File: src/rtl/riscv_pkg.sv
// Shared types for the reduced RISC-V multi-cycle core: FSM states, instruction
// classes, opcode/funct encodings and the ALU / PC / write-back / trap encodings.
package riscv_pkg;

    typedef enum logic [2:0] {
        ST_FETCH,
        ST_DECODE,
        ST_EXEC,
        ST_MEM,
        ST_WB,
        ST_TRAP
    } state_t;

    typedef enum logic [2:0] {
        CL_R,
        CL_I,
        CL_LOAD,
        CL_STORE,
        CL_BEQ,
        CL_JAL
    } iclass_t;

    localparam logic [6:0] OP_R      = 7'b0110011;
    localparam logic [6:0] OP_I      = 7'b0010011;
    localparam logic [6:0] OP_LOAD   = 7'b0000011;
    localparam logic [6:0] OP_STORE  = 7'b0100011;
    localparam logic [6:0] OP_BRANCH = 7'b1100011;
    localparam logic [6:0] OP_JAL    = 7'b1101111;

    localparam logic [2:0] F3_ADD  = 3'b000;
    localparam logic [2:0] F3_AND  = 3'b111;
    localparam logic [2:0] F3_OR   = 3'b110;
    localparam logic [2:0] F3_WORD = 3'b010;
    localparam logic [2:0] F3_BEQ  = 3'b000;

    typedef enum logic [2:0] {
        ALU_ADD = 3'b000,
        ALU_SUB = 3'b001,
        ALU_AND = 3'b010,
        ALU_OR  = 3'b011
    } aluctrl_t;

    typedef enum logic [1:0] {
        PC_PLUS4 = 2'd0,
        PC_IMM   = 2'd1
    } pc_src_t;

    typedef enum logic [1:0] {
        WB_ALU = 2'd0,
        WB_MEM = 2'd1,
        WB_PC4 = 2'd2
    } wb_sel_t;

    typedef enum logic [1:0] {
        TC_NONE    = 2'd0,
        TC_ILLEGAL = 2'd1,
        TC_IMEM    = 2'd2,
        TC_DMEM    = 2'd3
    } trap_cause_t;

    // I-type has no subtract: its bit 30 belongs to the immediate, so callers pass sub=0.
    function automatic aluctrl_t funct_op(input logic [2:0] f3, input logic sub);
        case (f3)
            F3_AND:  return ALU_AND;
            F3_OR:   return ALU_OR;
            default: return sub ? ALU_SUB : ALU_ADD;
        endcase
    endfunction

endpackage

File: src/rtl/alu_decoder.sv
// Instruction classifier: opcode/funct -> class, ALU op, operand-2 select, legal.
// Latency: purely combinational, no state.
// Backpressure: none; sampled by the controller only in DECODE.
module alu_decoder
    import riscv_pkg::*;
(
    input  logic [6:0] opcode,
    input  logic [2:0] funct3,
    input  logic       funct7_5,
    output iclass_t    iclass,
    output aluctrl_t   aluctrl,
    output logic       alusrc,
    output logic       legal
);

    logic alu_f3_ok;

    assign alu_f3_ok = (funct3 == F3_ADD) || (funct3 == F3_AND) || (funct3 == F3_OR);

    always_comb begin
        iclass  = CL_R;
        aluctrl = ALU_ADD;
        alusrc  = 1'b0;
        legal   = 1'b0;
        case (opcode)
            OP_R: begin
                iclass  = CL_R;
                aluctrl = funct_op(funct3, funct7_5);
                legal   = alu_f3_ok;
            end
            OP_I: begin
                iclass  = CL_I;
                aluctrl = funct_op(funct3, 1'b0);
                alusrc  = 1'b1;
                legal   = alu_f3_ok;
            end
            OP_LOAD: begin
                iclass = CL_LOAD;
                alusrc = 1'b1;
                legal  = (funct3 == F3_WORD);
            end
            OP_STORE: begin
                iclass = CL_STORE;
                alusrc = 1'b1;
                legal  = (funct3 == F3_WORD);
            end
            OP_BRANCH: begin
                iclass  = CL_BEQ;
                aluctrl = ALU_SUB;
                legal   = (funct3 == F3_BEQ);
            end
            OP_JAL: begin
                iclass = CL_JAL;
                legal  = 1'b1;
            end
            default: ;
        endcase
    end

endmodule

File: src/rtl/multicycle_ctrl.sv
// Multi-cycle sequencer: FETCH/DECODE/EXEC/MEM/WB with trap, wait and retire counters.
// Latency: 3-5 cycles per instruction plus one per memory wait cycle.
// Backpressure: imem/dmem requests held until ready; MEM_TIMEOUT waits without ready traps.
module multicycle_ctrl
    import riscv_pkg::*;
#(
    parameter int MEM_TIMEOUT = 255,
    parameter int CNT_WIDTH   = 32
) (
    input  logic                 clk,
    input  logic                 rst_n,
    input  logic [6:0]           opcode,
    input  logic [2:0]           funct3,
    input  logic                 funct7_5,
    input  logic                 eq,
    input  logic                 imem_ready,
    input  logic                 dmem_ready,
    output logic                 imem_req,
    output logic                 dmem_req,
    output logic                 dmem_we,
    output logic                 ir_we,
    output logic                 pc_we,
    output logic [1:0]           pc_src,
    output logic                 alusrc,
    output logic [2:0]           aluctrl,
    output logic                 reg_we,
    output logic [1:0]           wb_sel,
    output logic                 halted,
    output logic [1:0]           trap_cause,
    output logic [CNT_WIDTH-1:0] retired
);

    localparam int WW = $clog2(MEM_TIMEOUT + 1);
    localparam logic [WW-1:0] WAIT_LAST = WW'(MEM_TIMEOUT - 1);

    state_t      state_q, state_d;
    iclass_t     cls_q;
    aluctrl_t    aluop_q;
    logic        alusrc_q;
    trap_cause_t cause_q, cause_d;
    logic [WW-1:0] wait_q, wait_d;

    iclass_t  dec_class;
    aluctrl_t dec_aluctrl;
    logic     dec_alusrc;
    logic     dec_legal;

    alu_decoder u_dec (
        .opcode   (opcode),
        .funct3   (funct3),
        .funct7_5 (funct7_5),
        .iclass   (dec_class),
        .aluctrl  (dec_aluctrl),
        .alusrc   (dec_alusrc),
        .legal    (dec_legal)
    );

    always_ff @(posedge clk or negedge rst_n) begin
        if (!rst_n) begin
            state_q <= ST_FETCH;
        end else begin
            state_q <= state_d;
        end
    end

    // Class and ALU controls are latched in DECODE so later outputs never see opcode/funct.
    always_ff @(posedge clk or negedge rst_n) begin
        if (!rst_n) begin
            cls_q    <= CL_R;
            aluop_q  <= ALU_ADD;
            alusrc_q <= 1'b0;
            cause_q  <= TC_NONE;
            wait_q   <= '0;
            retired  <= '0;
        end else begin
            if (state_q == ST_DECODE) begin
                cls_q    <= dec_class;
                aluop_q  <= dec_aluctrl;
                alusrc_q <= dec_alusrc;
            end
            cause_q <= cause_d;
            wait_q  <= wait_d;
            if (pc_we) begin
                retired <= retired + CNT_WIDTH'(1);
            end
        end
    end

    // Outputs are forced low while rst_n is low so nothing is written during reset.
    always_comb begin
        state_d    = state_q;
        cause_d    = cause_q;
        wait_d     = '0;
        imem_req   = 1'b0;
        dmem_req   = 1'b0;
        dmem_we    = 1'b0;
        ir_we      = 1'b0;
        pc_we      = 1'b0;
        pc_src     = PC_PLUS4;
        alusrc     = 1'b0;
        aluctrl    = ALU_ADD;
        reg_we     = 1'b0;
        wb_sel     = WB_ALU;
        halted     = 1'b0;
        trap_cause = TC_NONE;
        if (rst_n) begin
            case (state_q)
                ST_FETCH: begin
                    imem_req = 1'b1;
                    if (imem_ready) begin
                        ir_we   = 1'b1;
                        state_d = ST_DECODE;
                    end else if (wait_q == WAIT_LAST) begin
                        state_d = ST_TRAP;
                        cause_d = TC_IMEM;
                    end else begin
                        wait_d = wait_q + WW'(1);
                    end
                end
                ST_DECODE: begin
                    if (dec_legal) begin
                        state_d = ST_EXEC;
                    end else begin
                        state_d = ST_TRAP;
                        cause_d = TC_ILLEGAL;
                    end
                end
                ST_EXEC: begin
                    aluctrl = aluop_q;
                    alusrc  = alusrc_q;
                    case (cls_q)
                        CL_LOAD, CL_STORE: state_d = ST_MEM;
                        CL_BEQ: begin
                            pc_we   = 1'b1;
                            pc_src  = eq ? PC_IMM : PC_PLUS4;
                            state_d = ST_FETCH;
                        end
                        CL_JAL: begin
                            reg_we  = 1'b1;
                            wb_sel  = WB_PC4;
                            pc_we   = 1'b1;
                            pc_src  = PC_IMM;
                            state_d = ST_FETCH;
                        end
                        default: state_d = ST_WB;
                    endcase
                end
                ST_MEM: begin
                    dmem_req = 1'b1;
                    dmem_we  = (cls_q == CL_STORE);
                    aluctrl  = ALU_ADD;
                    alusrc   = 1'b1;
                    if (dmem_ready) begin
                        if (cls_q == CL_STORE) begin
                            pc_we   = 1'b1;
                            state_d = ST_FETCH;
                        end else begin
                            state_d = ST_WB;
                        end
                    end else if (wait_q == WAIT_LAST) begin
                        state_d = ST_TRAP;
                        cause_d = TC_DMEM;
                    end else begin
                        wait_d = wait_q + WW'(1);
                    end
                end
                ST_WB: begin
                    reg_we  = 1'b1;
                    wb_sel  = (cls_q == CL_LOAD) ? WB_MEM : WB_ALU;
                    pc_we   = 1'b1;
                    state_d = ST_FETCH;
                end
                ST_TRAP: begin
                    halted     = 1'b1;
                    trap_cause = cause_q;
                end
                default: state_d = ST_FETCH;
            endcase
        end
    end

endmodule
File: config.mk
export PLATFORM = sky130hd
export DESIGN_NAME = multicycle_ctrl
export DESIGN_NICKNAME = d
export VERILOG_FILES = /design/src/rtl/riscv_pkg.sv /design/src/rtl/alu_decoder.sv /design/src/rtl/multicycle_ctrl.sv
export SDC_FILE = /design/constraint.sdc
export NUM_CORES = 1
export LEC_CHECK = 0
export BUFFER_PORTS_ARGS = -buffer_cell sky130_fd_sc_hd__buf_2
export CORE_UTILIZATION = 54
export DETAILED_ROUTE_END_ITERATION = 10
export PLACE_DENSITY = 0.77
export RECOVER_POWER = 50
export SLEW_MARGIN = 20
export SYNTH_ARGS = -nofsm -noshare
export SYNTH_HDL_FRONTEND = slang
export SYNTH_SLANG_ARGS = --single-unit
File: constraint.sdc
create_clock -name clk -period 2 [get_ports clk]
set_input_delay 0.1 -clock clk [delete_from_list [all_inputs] [get_ports clk]]
set_output_delay 0.1 -clock clk [all_outputs]
set_load 0.05 [all_outputs]
# Word level (Yosys, flattened, before mapping)
# Cells that the tools add are included.
# op_classes
bitwise	1
n_mux	58
n_reduce_logical	12
addsub	2
eq_ne	24
# ops
op	count
adder 32 x 1 -> 32 bit (second input constant)	1
two-way mux 8 bit	4
case mux 3 bit (5 select lines)	2
two-way mux 1 bit	24
two-way mux 3 bit	7
== test 3 bit (second input constant)	6
two-way mux 2 bit	9
case mux 8 bit (2 select lines)	1
== test 3 x 2 -> 1 bit (second input constant)	5
== test 7 x 6 -> 1 bit (second input constant)	2
== test 7 bit (second input constant)	2
case mux 3 bit (2 select lines)	2
inequality test 2 bit (second input constant)	5
case mux 3 bit (3 select lines)	1
adder 8 x 1 -> 8 bit (second input constant)	1
== test 8 bit (second input constant)	1
case mux 2 bit (2 select lines)	2
OR reduction 2 bit	4
== test 7 x 2 -> 1 bit (second input constant)	1
== test 7 x 5 -> 1 bit (second input constant)	1
AND reduction 7 bit	1
logical NOT 3 bit	2
case mux 1 bit (2 select lines)	3
case mux 2 bit (3 select lines)	1
8 further kinds	9
# totals
regBits	52
out_inout_bits	49
in_bits	16
elab_cells	104

# Depth between registers and ports, before layout
# depth
word_depth	6
mapped_depth	7
mapped_depth_nobuf	6

# By module
# A second synthesis with hierarchy kept.
# hier_totals
cells_unflattened	290
hier_area_um2	2917.8
# modules_own_cells
mod	n_inst	seq_area_each_um2	area_per_inst_um2	cells_per_inst
multicycle_ctrl	1	1301.2	2718.9	259
alu_decoder	1	0.0	198.9	31

# Worst setup path before layout
# Ideal clock, no wire load.
# synth_path
path_kind	reg-to-output
start	register state_q[0]
end	output port wb_sel[0]
t_arrival_ns	2.428
slack_ns	-0.528
t_required_ns	1.900
stages_incl_launch_ff	4
path_buffers	1
path_cell_list	dfrtp_1 -> clkbuf_1 -> or2_2 -> nor4_1
# synth_between
elab_chain_len	3
elab_cells_between_ends	4
cone_classes	2 x eq/ne; 2 x mux
# synth_lines
element	line_no	source
from (decl)	multicycle_ctrl.sv:36	state_t state_q, state_d;
from (signal assigned)	multicycle_ctrl.sv:62	state_q <= state_d;
== test 3 bit / == test 3 x 2 -> 1 bit (equally long branches)	multicycle_ctrl.sv:107	case (state_q)
case mux 2 bit (2 select lines) (*)	multicycle_ctrl.sv:107	
two-way mux 2 bit (*)	multicycle_ctrl.sv:106	if (rst_n) begin
to (decl)	multicycle_ctrl.sv:27	output logic [1:0] wb_sel,
# Every way passes the cells marked *; elsewhere a longest branch is shown, timed or not.

# Worst setup path in the final report
# layout_path
start	register retired[6]
end	register retired[29]
# layout_between
elab_chain_len	1
# layout_lines
element	line_no	source
from (decl)	multicycle_ctrl.sv:30	output logic [CNT_WIDTH-1:0] retired
from (signal assigned)	multicycle_ctrl.sv:84	retired <= retired + CNT_WIDTH'(1);
adder 32 x 1 -> 32 bit	multicycle_ctrl.sv:84	
# No other way between the ends.
# A chain may end at the register's enable or synchronous reset.

==> summary.txt <==
Min path
  • Hold Crit Class: in2reg
  • Worst hold path cell count: 2

Layout
  • Area growth syn-to-layout: 22.8%
  • Commonest non-fill, non-tap cell in the layout: sky130_fd_sc_hd__dfrtp_1
  • Diode count: 0
  • Post-route cell area: 3440 um2
  • Final std cells w/o fill: 439
  • Share of layout cells above drive strength 1: 24.7%
  • NumNets Final: 390
  • Leading cell types in the layout, fill and taps excluded: 44 x sky130_fd_sc_hd__dfrtp_1, 38 x sky130_fd_sc_hd__buf_2, 31 x sky130_fd_sc_hd__nor2_1, 31 x sky130_fd_sc_hd__nand2_1, 27 x sky130_fd_sc_hd__xor2_1

Synthesis
  • Combined area of all synthesized cells: 2800 um2
  • Sequential cell area fraction in the yosys report: 45.5%
  • FF+latch count, synth: 51
  • Number of enable-type register cells in the synthesized netlist: 0
  • Library cell with the largest summed area after synthesis: sky130_fd_sc_hd__dfrtp_1
  • Syn avg cell area: 9.44 um2
  • Share of synthesized flip-flops with an asynchronous set or reset: 100%
  • Yosys Warn Count: 0
  • Post-synthesis instance total: roughly 300
  • Synth Flop Type: sky130_fd_sc_hd__dfrtp_1
  • Area fraction of the dominant cell type after synthesis: 45.5%
  • Synth unique cells: 52
  • Dominant cells by area after synthesis: sky130_fd_sc_hd__dfrtp_1 46%, sky130_fd_sc_hd__xor2_1 8.4%, sky130_fd_sc_hd__nand2_1 4.1%

Global routing
  • Overall track demand over capacity in global routing: 23.0%
  • Antenna violations before repair: 0
  • Number of global-route vias before repair: roughly 2.2k
  • Maximum number of pins on one net before global-route repair: 28
  • First-pass GRT wire length: 9780 um
  • Overflow after GRT: 0

Die
  • Total number of placement rows: 25
  • Floorplan die area: 5480 um2
  • Chip height: 74.1 um
  • Die X: 74.1 um
  • Initial Utilization: 57.8%
  • Core box area: 4850 um2
  • I/O Pins: 65

Critical path
  • Worst setup path class: reg2reg
  • Arrival time of data at the critical path endpoint: 2150 ps
  • Critical path depth: 5
  • Reg2Reg Depth: 5
  • CP required: 2230 ps
  • Critical path buffer and inverter count: 0
  • Startpoint Class: flip-flop
  • Capturing element type of the critical path: flip-flop
  • Ordered cell list for the critical path: nand4_4 -> or2_4 -> or4_4 -> nor3b_1 -> xor2_1
  • Maximum fanout along the worst path: 6
  • Kind of cell adding the most delay to the critical path: simple AND/OR/NAND/NOR gates
  • Largest stage delay, worst path: roughly 540 ps
  • Critical path's slowest cell: sky130_fd_sc_hd__or4_4

Clock network
  • Library cell used as clock root buffer: sky130_fd_sc_hd__clkbuf_8
  • Clock network latency to the later pin of the worst-skew pair: 300 ps
  • Number of clock sinks: 51
  • Deepest clock path buffer count: 2
  • Post-CTS Setup Repair Bufs: 0
  • CTS clock-pin slew for the worst setup and hold paths: 90 ps
  • Number of buffers inserted during clock tree synthesis: 5
  • TritonCTS clock tree: done
  • H-tree depth reported by CTS: 2

Place
  • Worst slack at placement: 5.91 ps
  • PortBufs: 62
  • # placed instances: between 400 and 500
  • DP HPWL: between 4000 and 5000 um
  • Cell area after placement: 3280 um2
  • Last weighted congestion value of the routability-driven placer: 0.887

Timing
  • Final hold vios: 0
  • Setup repair after global routing missed its margin: true
  • Clock period minus final worst setup slack: 1920 ps
  • Count of pins over their slew limit: 0
  • Number of setup violations in the final report: 0
  • Fmax: just over 0.5 GHz
  • Worst Setup Slack, final: 76.7 ps
  • Total negative setup slack: 0 ps
  • Normalized max-slew margin: about three fifths
  • Period utilization: 96.2%
  • Transition time at the pin with the least slew margin: around 600 ps
  • Clock tree skew after final layout: 5.60 ps

Detailed routing
  • Drc violations: 0
  • Violation count after the first detailed-routing iteration: 86
  • WL per Instance: between 10 and 15 um
  • Count of vias placed by the detailed router: 2417
  • Number of search-and-repair iterations in the first detailed-routing pass: 4
  • Via density per instance: 5.51
  • Count of antenna-violating nets left after detailed routing: 0
  • Total wire length: 6170 um

Power
  • Combinational share of power: 35.7%
  • Sequential cell fraction of total power: 42.9%
  • Net switching component of the power: around 1100 uW
  • Clock network power share: 21.4%
  • Internal power of the cells: 1740 uW
  • Worst IR Drop VDD: 0.803 mV
  • Power per cell area: 833 nW/um2
  • Net switching share of the total power: 39.3%
  • Leak: around 0.0017 uW
  • Post-layout power: 2870 uW

Run
  • Max cap viols: 0

Outcome
  • Result of the run: finished clean
## cells in the mapped netlist, drive strengths merged (2+ instances only)
cell	number
clkbuf	5
ha	3
and3b	2
a21oi	4
o21ai	8
nand2	31
nand3	14
dfrtp	51
xor2	27
a211oi	5
nor2b	4
inv	7
or3	2
nand4	8
or2	4
nand3b	3
and4	4
o31ai	3
nor3b	2
nor4	10
buf	5
nor3	15
a22o	2
xnor2	12
nor2	31
and2	3
and3	7
a21boi	2
o21a	2
nand2b	6
## metrics by stage
stage | hold WS (ps) | util, %
global placement | 83.1 | 67.7
global route | 74.5 | 71.0
detailed placement | 85.9 | 67.7
floorplan | -196 | -
CTS | 67.6 | 70.1
finish | 74.7 | 71.0
## cells by family (layout without fill, tap and decap cells)
kind of cell	Yosys count	in the layout	share of synthesized area, %
mux	2	2	0.759
compound gates	33	33	8.08
other cells	1	2	0.134
xor+xnor	39	39	12.2
flops	51	51	45.5
buf+inv	17	91	2.68
simple gates	151	151	29.3
fa+ha+maj	3	3	1.34
## per-layer routing
metal  GRT usage (%)  routed length (um)  vias up
met4            6.41                  68        0
met2            37.4                2970       53
met1            31.6                2970     1156
met5               0                   0        -
li1                -                   -     1199
met3            4.34                 164        9
## final timing paths
check,start,endpoint,slack [ps]
min in group asynchronous,rst_n,wait_q[0],310
max,retired[6],retired[29],80
max in group asynchronous,rst_n,retired[9],1290
max reg2reg,retired[6],retired[29],80
min,opcode[4],cls_q[1],70
min reg2reg,retired[31],retired[31],490
## sequential cells by signal (all words and copies together) (netlist names)
signal / flops
aluop_q: 2
cause_q: 2
alusrc_q: 1
retired: 32
state_q: 3
wait_q: 8
cls_q: 3
## final cells by class
class                   count  area [um2]
clock buffers               7        86.3
clock inverters             1        8.76
fillers                   382        1400
inverters                   7        26.3
multi-input cells         230        1560
repair buffers             76         399
flip-flops and latches     51        1280
well taps                  67        83.8
## power by group through the flow
| stage | Combinational (uW) | Sequential (uW) | Clock (uW) |
|---|---|---|---|
| finish | 1020 | 1230 | 614 |
| global route | 1110 | 1250 | 678 |
| CTS | 1010 | 1230 | 632 |
| detailed placement | 998 | 1250 | 0 |
| global placement | 988 | 1240 | 0 |
| floorplan | 599 | 1370 | 0 |
## what timing repair did
item                                    4_1_cts  5_1_grt
resized for setup                             2       16
hold buffers                                  1        0
cloned                                        0        0
hold endpoints to repair                     51        0
pin swaps                                     0        0
endpoints found under the setup margin        2       10
Power figures use the tool's default switching activity.
